--- config.mk ---
export PLATFORM = sky130hd
export DESIGN_NAME = clockedlogic_deser_flat
export DESIGN_NICKNAME = d
export VERILOG_FILES = /design/src/rtl/clockedlogic_deser_if.sv /design/src/rtl/clockedlogic_deser.sv /design/src/flat_wrapper.sv
export SDC_FILE = /design/constraint.sdc
export NUM_CORES = 1
export LEC_CHECK = 0
export ABC_AREA = 1
export CELL_PAD_IN_SITES_DETAIL_PLACEMENT = 0
export CELL_PAD_IN_SITES_GLOBAL_PLACEMENT = 1
export CORE_MARGIN = 2
export CORE_UTILIZATION = 42
export DETAILED_ROUTE_END_ITERATION = 10
export PLACE_DENSITY_LB_ADDON = 0.1
export SLEW_MARGIN = 20
export SYNTH_ARGS = -nofsm -noshare
export SYNTH_HDL_FRONTEND = slang
export SYNTH_SLANG_ARGS = --single-unit
--- constraint.sdc ---
create_clock -name clk -period 3.07 [get_ports clk]
set_input_delay 0.307 -clock clk [delete_from_list [all_inputs] [get_ports clk]]
set_output_delay 0.307 -clock clk [all_outputs]
set_load 0.02 [all_outputs]
--- src/rtl/clockedlogic_deser_if.sv ---
// Serial-in / word-out bundle for the clockedlogic deserialiser.
// The slave modport is the deserialiser's view; the master modport is the link-and-consumer side.
interface clockedlogic_deser_if #(
  parameter int unsigned WIDTH = 64
);
  logic             s_valid;
  logic             s_bit;
  logic             s_start;
  logic [WIDTH-1:0] m_data;
  logic             m_valid;
  logic             m_ready;

  modport master (
    output s_valid,
    output s_bit,
    output s_start,
    output m_ready,
    input  m_data,
    input  m_valid
  );

  modport slave (
    input  s_valid,
    input  s_bit,
    input  s_start,
    input  m_ready,
    output m_data,
    output m_valid
  );
endinterface

--- src/rtl/clockedlogic_deser.sv ---
// Serial-to-parallel receiver: assembles WIDTH-bit words from a strobed bit stream,
// resynchronised by s_start, and hands them out on a valid/ready port.
module clockedlogic_deser #(
  parameter int unsigned WIDTH     = 64,
  parameter bit          MSB_FIRST = 1'b1,
  localparam int unsigned CntW     = $clog2(WIDTH)
) (
  input  logic                 clk,
  input  logic                 rst,
  clockedlogic_deser_if.slave  bus,
  output logic [CntW-1:0]      bit_cnt,
  output logic                 overflow,
  output logic                 frame_err
);

  localparam logic [CntW-1:0] LastCnt = CntW'(WIDTH - 1);
  localparam logic [CntW-1:0] OneCnt  = CntW'(1);

  typedef enum logic [0:0] {StHunt, StCollect} state_e;

  state_e           state_q, state_d;
  logic [WIDTH-1:0] shift_q, shift_d;
  logic [CntW-1:0]  cnt_q, cnt_d;
  logic [WIDTH-1:0] data_q, data_d;
  logic             valid_q, valid_d;
  logic             ovf_q, ovf_d;
  logic             ferr_q, ferr_d;
  logic             complete;
  logic [WIDTH-1:0] word;

  // New bit enters at the LSB (MSB-first) or at the MSB (LSB-first).
  function automatic logic [WIDTH-1:0] shift_in(input logic [WIDTH-1:0] v, input logic b);
    if (MSB_FIRST) begin
      return {v[WIDTH-2:0], b};
    end else begin
      return {b, v[WIDTH-1:1]};
    end
  endfunction

  always_ff @(posedge clk) begin
    if (rst) begin
      state_q <= StHunt;
      shift_q <= '0;
      cnt_q   <= '0;
      data_q  <= '0;
      valid_q <= 1'b0;
      ovf_q   <= 1'b0;
      ferr_q  <= 1'b0;
    end else begin
      state_q <= state_d;
      shift_q <= shift_d;
      cnt_q   <= cnt_d;
      data_q  <= data_d;
      valid_q <= valid_d;
      ovf_q   <= ovf_d;
      ferr_q  <= ferr_d;
    end
  end

  always_comb begin
    state_d = state_q;
    if (state_q == StHunt && bus.s_valid && bus.s_start) begin
      state_d = StCollect;
    end
  end

  always_comb begin
    shift_d  = shift_q;
    cnt_d    = cnt_q;
    data_d   = data_q;
    valid_d  = valid_q;
    ovf_d    = ovf_q;
    ferr_d   = ferr_q;
    complete = 1'b0;
    word     = shift_in(shift_q, bus.s_bit);

    if (bus.s_valid) begin
      if (bus.s_start) begin
        // A start marker always restarts framing; only a partial word makes it an error.
        if (state_q == StCollect && cnt_q != '0) begin
          ferr_d = 1'b1;
        end
        shift_d = shift_in('0, bus.s_bit);
        cnt_d   = OneCnt;
      end else if (state_q == StCollect) begin
        if (cnt_q == LastCnt) begin
          complete = 1'b1;
          shift_d  = '0;
          cnt_d    = '0;
        end else begin
          shift_d = word;
          cnt_d   = cnt_q + OneCnt;
        end
      end
    end

    if (complete) begin
      if (!valid_q || bus.m_ready) begin
        data_d  = word;
        valid_d = 1'b1;
      end else begin
        ovf_d = 1'b1;
      end
    end else if (valid_q && bus.m_ready) begin
      valid_d = 1'b0;
    end
  end

  assign bus.m_data  = data_q;
  assign bus.m_valid = valid_q;
  assign bit_cnt     = cnt_q;
  assign overflow    = ovf_q;
  assign frame_err   = ferr_q;

endmodule

--- src/flat_wrapper.sv ---
// flat-port wrapper written by rule: the top's interface ports become plain ports
module clockedlogic_deser_flat 
#(
  parameter int unsigned WIDTH     = 64,
  parameter bit          MSB_FIRST = 1'b1,
  localparam int unsigned CntW     = $clog2(WIDTH)
)
  (clk, rst, bit_cnt, overflow, frame_err, bus_s_valid, bus_s_bit, bus_s_start, bus_m_ready, bus_m_data, bus_m_valid);
  clockedlogic_deser_if #(.WIDTH(WIDTH)) bus_i ();
  input  logic clk;
  input  logic rst;
  output logic [CntW-1:0] bit_cnt;
  output logic overflow;
  output logic frame_err;
  input wire logic [$bits(bus_i.s_valid)-1:0] bus_s_valid;
  input wire logic [$bits(bus_i.s_bit)-1:0] bus_s_bit;
  input wire logic [$bits(bus_i.s_start)-1:0] bus_s_start;
  input wire logic [$bits(bus_i.m_ready)-1:0] bus_m_ready;
  output wire logic [$bits(bus_i.m_data)-1:0] bus_m_data;
  output wire logic [$bits(bus_i.m_valid)-1:0] bus_m_valid;
  assign bus_i.s_valid = bus_s_valid;
  assign bus_i.s_bit = bus_s_bit;
  assign bus_i.s_start = bus_s_start;
  assign bus_i.m_ready = bus_m_ready;
  assign bus_m_data = bus_i.m_data;
  assign bus_m_valid = bus_i.m_valid;
  clockedlogic_deser #(.WIDTH(WIDTH), .MSB_FIRST(MSB_FIRST)) u_core (.clk(clk), .rst(rst), .bus(bus_i), .bit_cnt(bit_cnt), .overflow(overflow), .frame_err(frame_err));
endmodule
==> results of run 1 <==
per-stage QoR:
| stage | cell area (sq um) | setup WS (ps) | total power (uW) |
|---|---|---|---|
| after global placement | 6270 | 778 | 1950 |
| final | 6900 | 662 | 4060 |
| after floorplan | 5490 | 1440 | 1910 |
| after CTS | 6890 | 803 | 4110 |
| after detailed placement | 6270 | 757 | 1950 |
| after global routing | 6900 | 335 | 4200 |
sequential cells by signal, indices dropped and copies added, names as in the netlist:
register / count
u_core.overflow: 1
u_core.bus.m_data: 64
u_core.shift_q: 63
u_core.bit_cnt: 6
u_core.state_q: 1
u_core.frame_err: 1
u_core.bus.m_valid: 1
logic make-up after synthesis:
logic type	synth area share [%]
AND/OR/NAND/NOR	31.8
flip-flops	50.0
buffers and inverters	10.6
AO/OA/AOI/OAI	7.07
adder cells (fa/ha/maj)	0.456
cell type report:
cell class | count | share of cell area, %
inverter | 77 | 4.21
tap | 172 | 3.12
timing repair buffer | 86 | 12.3
clock buffer | 19 | 6.57
clock inverter | 13 | 2.54
sequential | 137 | 39.8
multi-input combinational | 495 | 31.5
synthesized netlist by cell type, drive strengths merged:
cell,count
buf,33
o21ai,5
nand3b,1
a31oi,2
nand4,65
nor3b,1
nand2,205
ha,2
nor2,139
inv,76
dfxtp,137
clkbuf,24
nand3,5
clkinv,1
a21oi,70
per-layer routing:
| metal | up-vias | GRT usage [%] | share of wire, % | routed length [um] |
|---|---|---|---|---|
| met2 | 91 | 30.8 | 47 | 5740 |
| met3 | 11 | 5.07 | 4.3 | 534 |
| met5 | - | 0 | 0 | 0 |
| met4 | 0 | 7.30 | 1.2 | 142 |
| li1 | 2511 | - | - | - |
| met1 | 2183 | 22.6 | 48 | 5860 |
critical path, stage by stage (launching register included):
cell and delay, ps:
dfxtp_1 400, ha_1 220, nand3_1 100, nor2_2 250, clkinv_2 750, o21ai_0 420
a21oi_1 100
power by group:
part | total, uW | internal, uW | switching [uW]
Sequential | 1790 | 1780 | 3.67
Combinational | 124 | 22.9 | 101
Clock | 2150 | 1390 | 760
Total | 4060 | 3200 | 865
worst paths after layout:
kind,slack [ps],endpoint,start
max,660,u_core.shift_q[0],u_core.bit_cnt[1]
max reg2reg,660,u_core.shift_q[0],u_core.bit_cnt[1]
min,480,u_core.overflow,u_core.overflow
min reg2reg,480,u_core.overflow,u_core.overflow
==> impl_metrics.yaml, run 1 <==
synth:
  seq_area_frac_synth_pct: 50.0
  postSynthCellCount: 766
  yosys_warnings: 0
  syn_area_sq_um: 5490
  synth_top_cell_by_area: "dfxtp_1"
  netlist.area_leader.share_pct: 50.0
  synth.lib_cells_used.distinct: 19
  synth_fp_nets: 774
  synth_area_leaders: "dfxtp_1, nand2_1, nor2_1, nand4_1, a21oi_1"
  syn_avg_cell_area_sq_um: 7.16
  ys_ff_latch: 137
sta:
  holdWs_ps: 477
  setup_violations: 0
  slew_violations: 0
  fin_crit_ps: 2410
  rsz0062_at_grt: "no"
  fmax_mhz: 415
  finalSetupTns_ps: 0
  slew_headroom_pct: 39.0
  tightest_slew_ps: 915
  hold_viol_final: 0
  finalClockSkew_ps: 8.25
  period_share_pct: 78.4
clocking:
  cts_setup_buffers: 0
  clk_latency_ps: 420
  numClockSinks: 137
  numCtsBuffers: 17
  cts_tree: "done"
  cts_max_path_buffers: 2
  cts_max_level: 4
  holdBufCountCts: 0
  ctsResizeCount: 0
  clock-root-buffer: "clkbuf_16"
  clkTransAtPathRegs_ps: 60
grt:
  grt_max_degree: 73
  grt_pass1_vias: 4635
  grt_first_pass_wirelength_um: 21400
  grt_antenna_before_repair: 0
  grt-ovfl-total: 0
  track_usage_pct: 18.5
detailed_routing:
  first_pass_iters: 4
  drc: 0
  drtIter0Drc: 300
  ant_nets: 0
  via_per_inst: 4.80
  wl_per_cell_um: 12.3
  wl_um: 12300
  num_vias: 4796
setup_path:
  crit_path_max_fanout: 66
  crit_arrival_ps: 2690
  startpoint_type: "flop"
  crit_type: "reg -> reg"
  worst_setup_path_end_kind: "flop"
  cp.required_ps: 3350
  worstRegToRegCells: 6
status:
  outcome: "finished, final reports clean"
min_path:
  holdCritPathClass: "reg -> reg"
  min_path_cells: 2
placement:
  io_buffers: 78
  dpl.cell_count: 967
  dp_hpwl_um: 6940
  gp_congestion: 0.718
layout:
  multiInputGateArea_sq_um: 2170
  drive_gt1_share_pct: 5.80
  final_common_cell: "nand2_1"
  layout_common_cells: "nand2_1, nor2_1, dfxtp_1, clkdlybuf4s50_1, inv_1"
  seq_area_sq_um: 2740
  fin_util_pct: 54.4
  area_growth_pct: 25.7
  antennaDiodeCount: 0
  stdcell_count: 999
  nets: 822
  fillCellCount: 1259
job:
  max_cap_viol_count: 0
die:
  die-height_um: 118
  ioPinCount: 79
  dieArea_sq_um: 14000
  die_w_um: 118
  core-area_sq_um: 12700
  start_util_pct: 43.3
  fp-row-count: 41
pwr:
  power.ir.vdd_worst_mv: 0.341
  power_density_nw_per_um2: 589
  leakage_uw: 0.00303
(Power assumes the default switching activity.)
==> run 2: changes to the inputs <==
--- a/config.mk
+++ b/config.mk
@@ -9,7 +9,7 @@
 export CELL_PAD_IN_SITES_DETAIL_PLACEMENT = 0
 export CELL_PAD_IN_SITES_GLOBAL_PLACEMENT = 1
 export CORE_MARGIN = 2
-export CORE_UTILIZATION = 42
+export CORE_UTILIZATION = 39
 export DETAILED_ROUTE_END_ITERATION = 10
 export PLACE_DENSITY_LB_ADDON = 0.1
 export SLEW_MARGIN = 20
==> constraint.sdc (replaced) <==
create_clock -name clk -period 2.45 [get_ports clk]
set_input_delay 0.245 -clock clk [delete_from_list [all_inputs] [get_ports clk]]
set_output_delay 0.245 -clock clk [all_outputs]
set_load 0.02 [all_outputs]
==> run 2 against run 1 <==
Net effect:
- clock skew decreased by 2.4 ps
- utilization decreased by 5.1 points
- via count rose by 0.50%
- global-route usage down 1.3 points
- sequential power rose by 25%
- sequential share of layout area is 0.47 points higher
==> impl_metrics.yaml, run 2 (same netlist as run 1, synthesis figures left out) <==
sta:
  fin_crit_ps: 2050
  rsz0062_at_grt: "no"
  tightest_slew_ps: 1100
  hold_viol_final: 0
  setup_violations: 0
  fmax_mhz: 487
  fin_ws_ps: 397
  slew_violations: 0
  slew_headroom_pct: 26.9
  finalClockSkew_ps: 5.88
  period_share_pct: 83.8
  finalSetupTns_ps: 0
detailed_routing:
  ant_nets: 0
  wl_per_cell_um: 12.1
  drtIter0Drc: 258
  wl_um: 12100
  first_pass_iters: 4
  via_per_inst: 4.79
  num_vias: 4820
  drc: 0
layout:
  multiInputGateArea_sq_um: 2170
  stdcell_count: 1006
  nets: 823
  drive_gt1_share_pct: 4.96
  fillCellCount: 1395
  antennaDiodeCount: 0
  area_growth_pct: 24.2
  seq_area_sq_um: 2740
  largest_reg_flops: 64
  final_common_cell: "nand2_1"
  layout_common_cells: "nand2_1, nor2_1, dfxtp_1, clkdlybuf4s50_1, inv_1"
placement:
  dp_hpwl_um: 7160
  place_ws_ps: 323
  dpl.cell_count: 976
  io_buffers: 78
  gp_congestion: 0.733
pwr:
  power.ir.vdd_worst_mv: 0.368
  comb_power_share_pct: 3.3
  intPower_uw: 3650
  power_density_nw_per_um2: 684
  leakage_uw: 0.00300
  swShare_pct: 21.8
  seqPwrFrac_pct: 48.0
  p_switching_uw: 1010
  clockPowerShare_pct: 48.7
grt:
  grt_pass1_vias: 4383
  grt_antenna_before_repair: 0
  track_usage_pct: 17.2
  grt-ovfl-total: 0
  grt_first_pass_wirelength_um: 20600
  grt_max_degree: 73
clocking:
  holdBufCountCts: 0
  clock-root-buffer: "clkbuf_16"
  clk_latency_ps: 420
  cts_max_level: 4
  clkTransAtPathRegs_ps: 50
  numClockSinks: 137
  ctsResizeCount: 0
  numCtsBuffers: 17
  cts_setup_buffers: 0
  cts_tree: "done"
  cts_max_path_buffers: 2
status:
  outcome: "finished, final reports clean"
die:
  core-area_sq_um: 13800
  die_w_um: 123
  die-height_um: 123
  start_util_pct: 39.7
  ioPinCount: 79
  fp-row-count: 43
  dieArea_sq_um: 15000
setup_path:
  cp.required_ps: 2790
  crit_type: "reg -> reg"
  worst_setup_path_end_kind: "flop"
  startpoint_type: "flop"
  crit_arrival_ps: 2400
  crit_path_max_fanout: 54
job:
  max_cap_viol_count: 0
min_path:
  holdCritPathClass: "in -> reg"
[run 2: cell type report]
cell class	instances	area share, %
clock inverters	3	0.220
multi-input cells	495	31.9
flip-flops and latches	137	40.2
clock buffers	27	7.38
repair buffers	87	12.7
well taps	180	3.31
inverters	77	4.24
[run 2: metrics by stage]
| stage | cell area (sq um) | utilization [%] | power, uW | hold slack, ps |
|---|---|---|---|---|
| global route | 6810 | 49.3 | 4840 | 278 |
| CTS | 6810 | 49.3 | 4720 | 259 |
| floorplan | 5490 | - | 2400 | 380 |
| finish | 6810 | 49.3 | 4660 | 267 |
| detailed placement | 6300 | 45.5 | 2440 | 467 |
| global placement | 6300 | 45.5 | 2440 | 458 |
[run 2: power groups by stage]
| stage | Combinational (uW) | Sequential [uW] | Clock, uW |
|---|---|---|---|
| after floorplan | 107 | 2290 | 0 |
| after global placement | 150 | 2290 | 0 |
| after detailed placement | 151 | 2290 | 0 |
| after CTS | 152 | 2240 | 2330 |
| after global routing | 167 | 2240 | 2430 |
| final | 153 | 2240 | 2270 |
[run 2: final timing paths]
check | start | endpoint | slack [ps] | depth (start not counted)
worst max-delay path | u_core.bit_cnt[1] | u_core.shift_q[2] | 400 | 7
worst min-delay path | rst | u_core.shift_q[40] | 270 | 2
worst max register to register | u_core.bit_cnt[1] | u_core.shift_q[2] | 400 | 7
worst min register to register | u_core.shift_q[62] | u_core.shift_q[62] | 470 | 2
[run 2: critical path, cell delays in order, from the launching register on]
cell and delay (ps):
dfxtp_1 350, ha_1 220, nand3_1 100, nor2_2 80, inv_2 650, buf_4 330, nand4_1 100, a21oi_1 140
[run 2: layer usage]
layer | GRT usage, % | routed length [um] | part of all wire (%)
met5 | 0 | 0 | 0
met4 | 7.33 | 142 | 1.2
met3 | 4.00 | 499 | 4.1
met2 | 27.3 | 5730 | 47
met1 | 22.5 | 5780 | 48
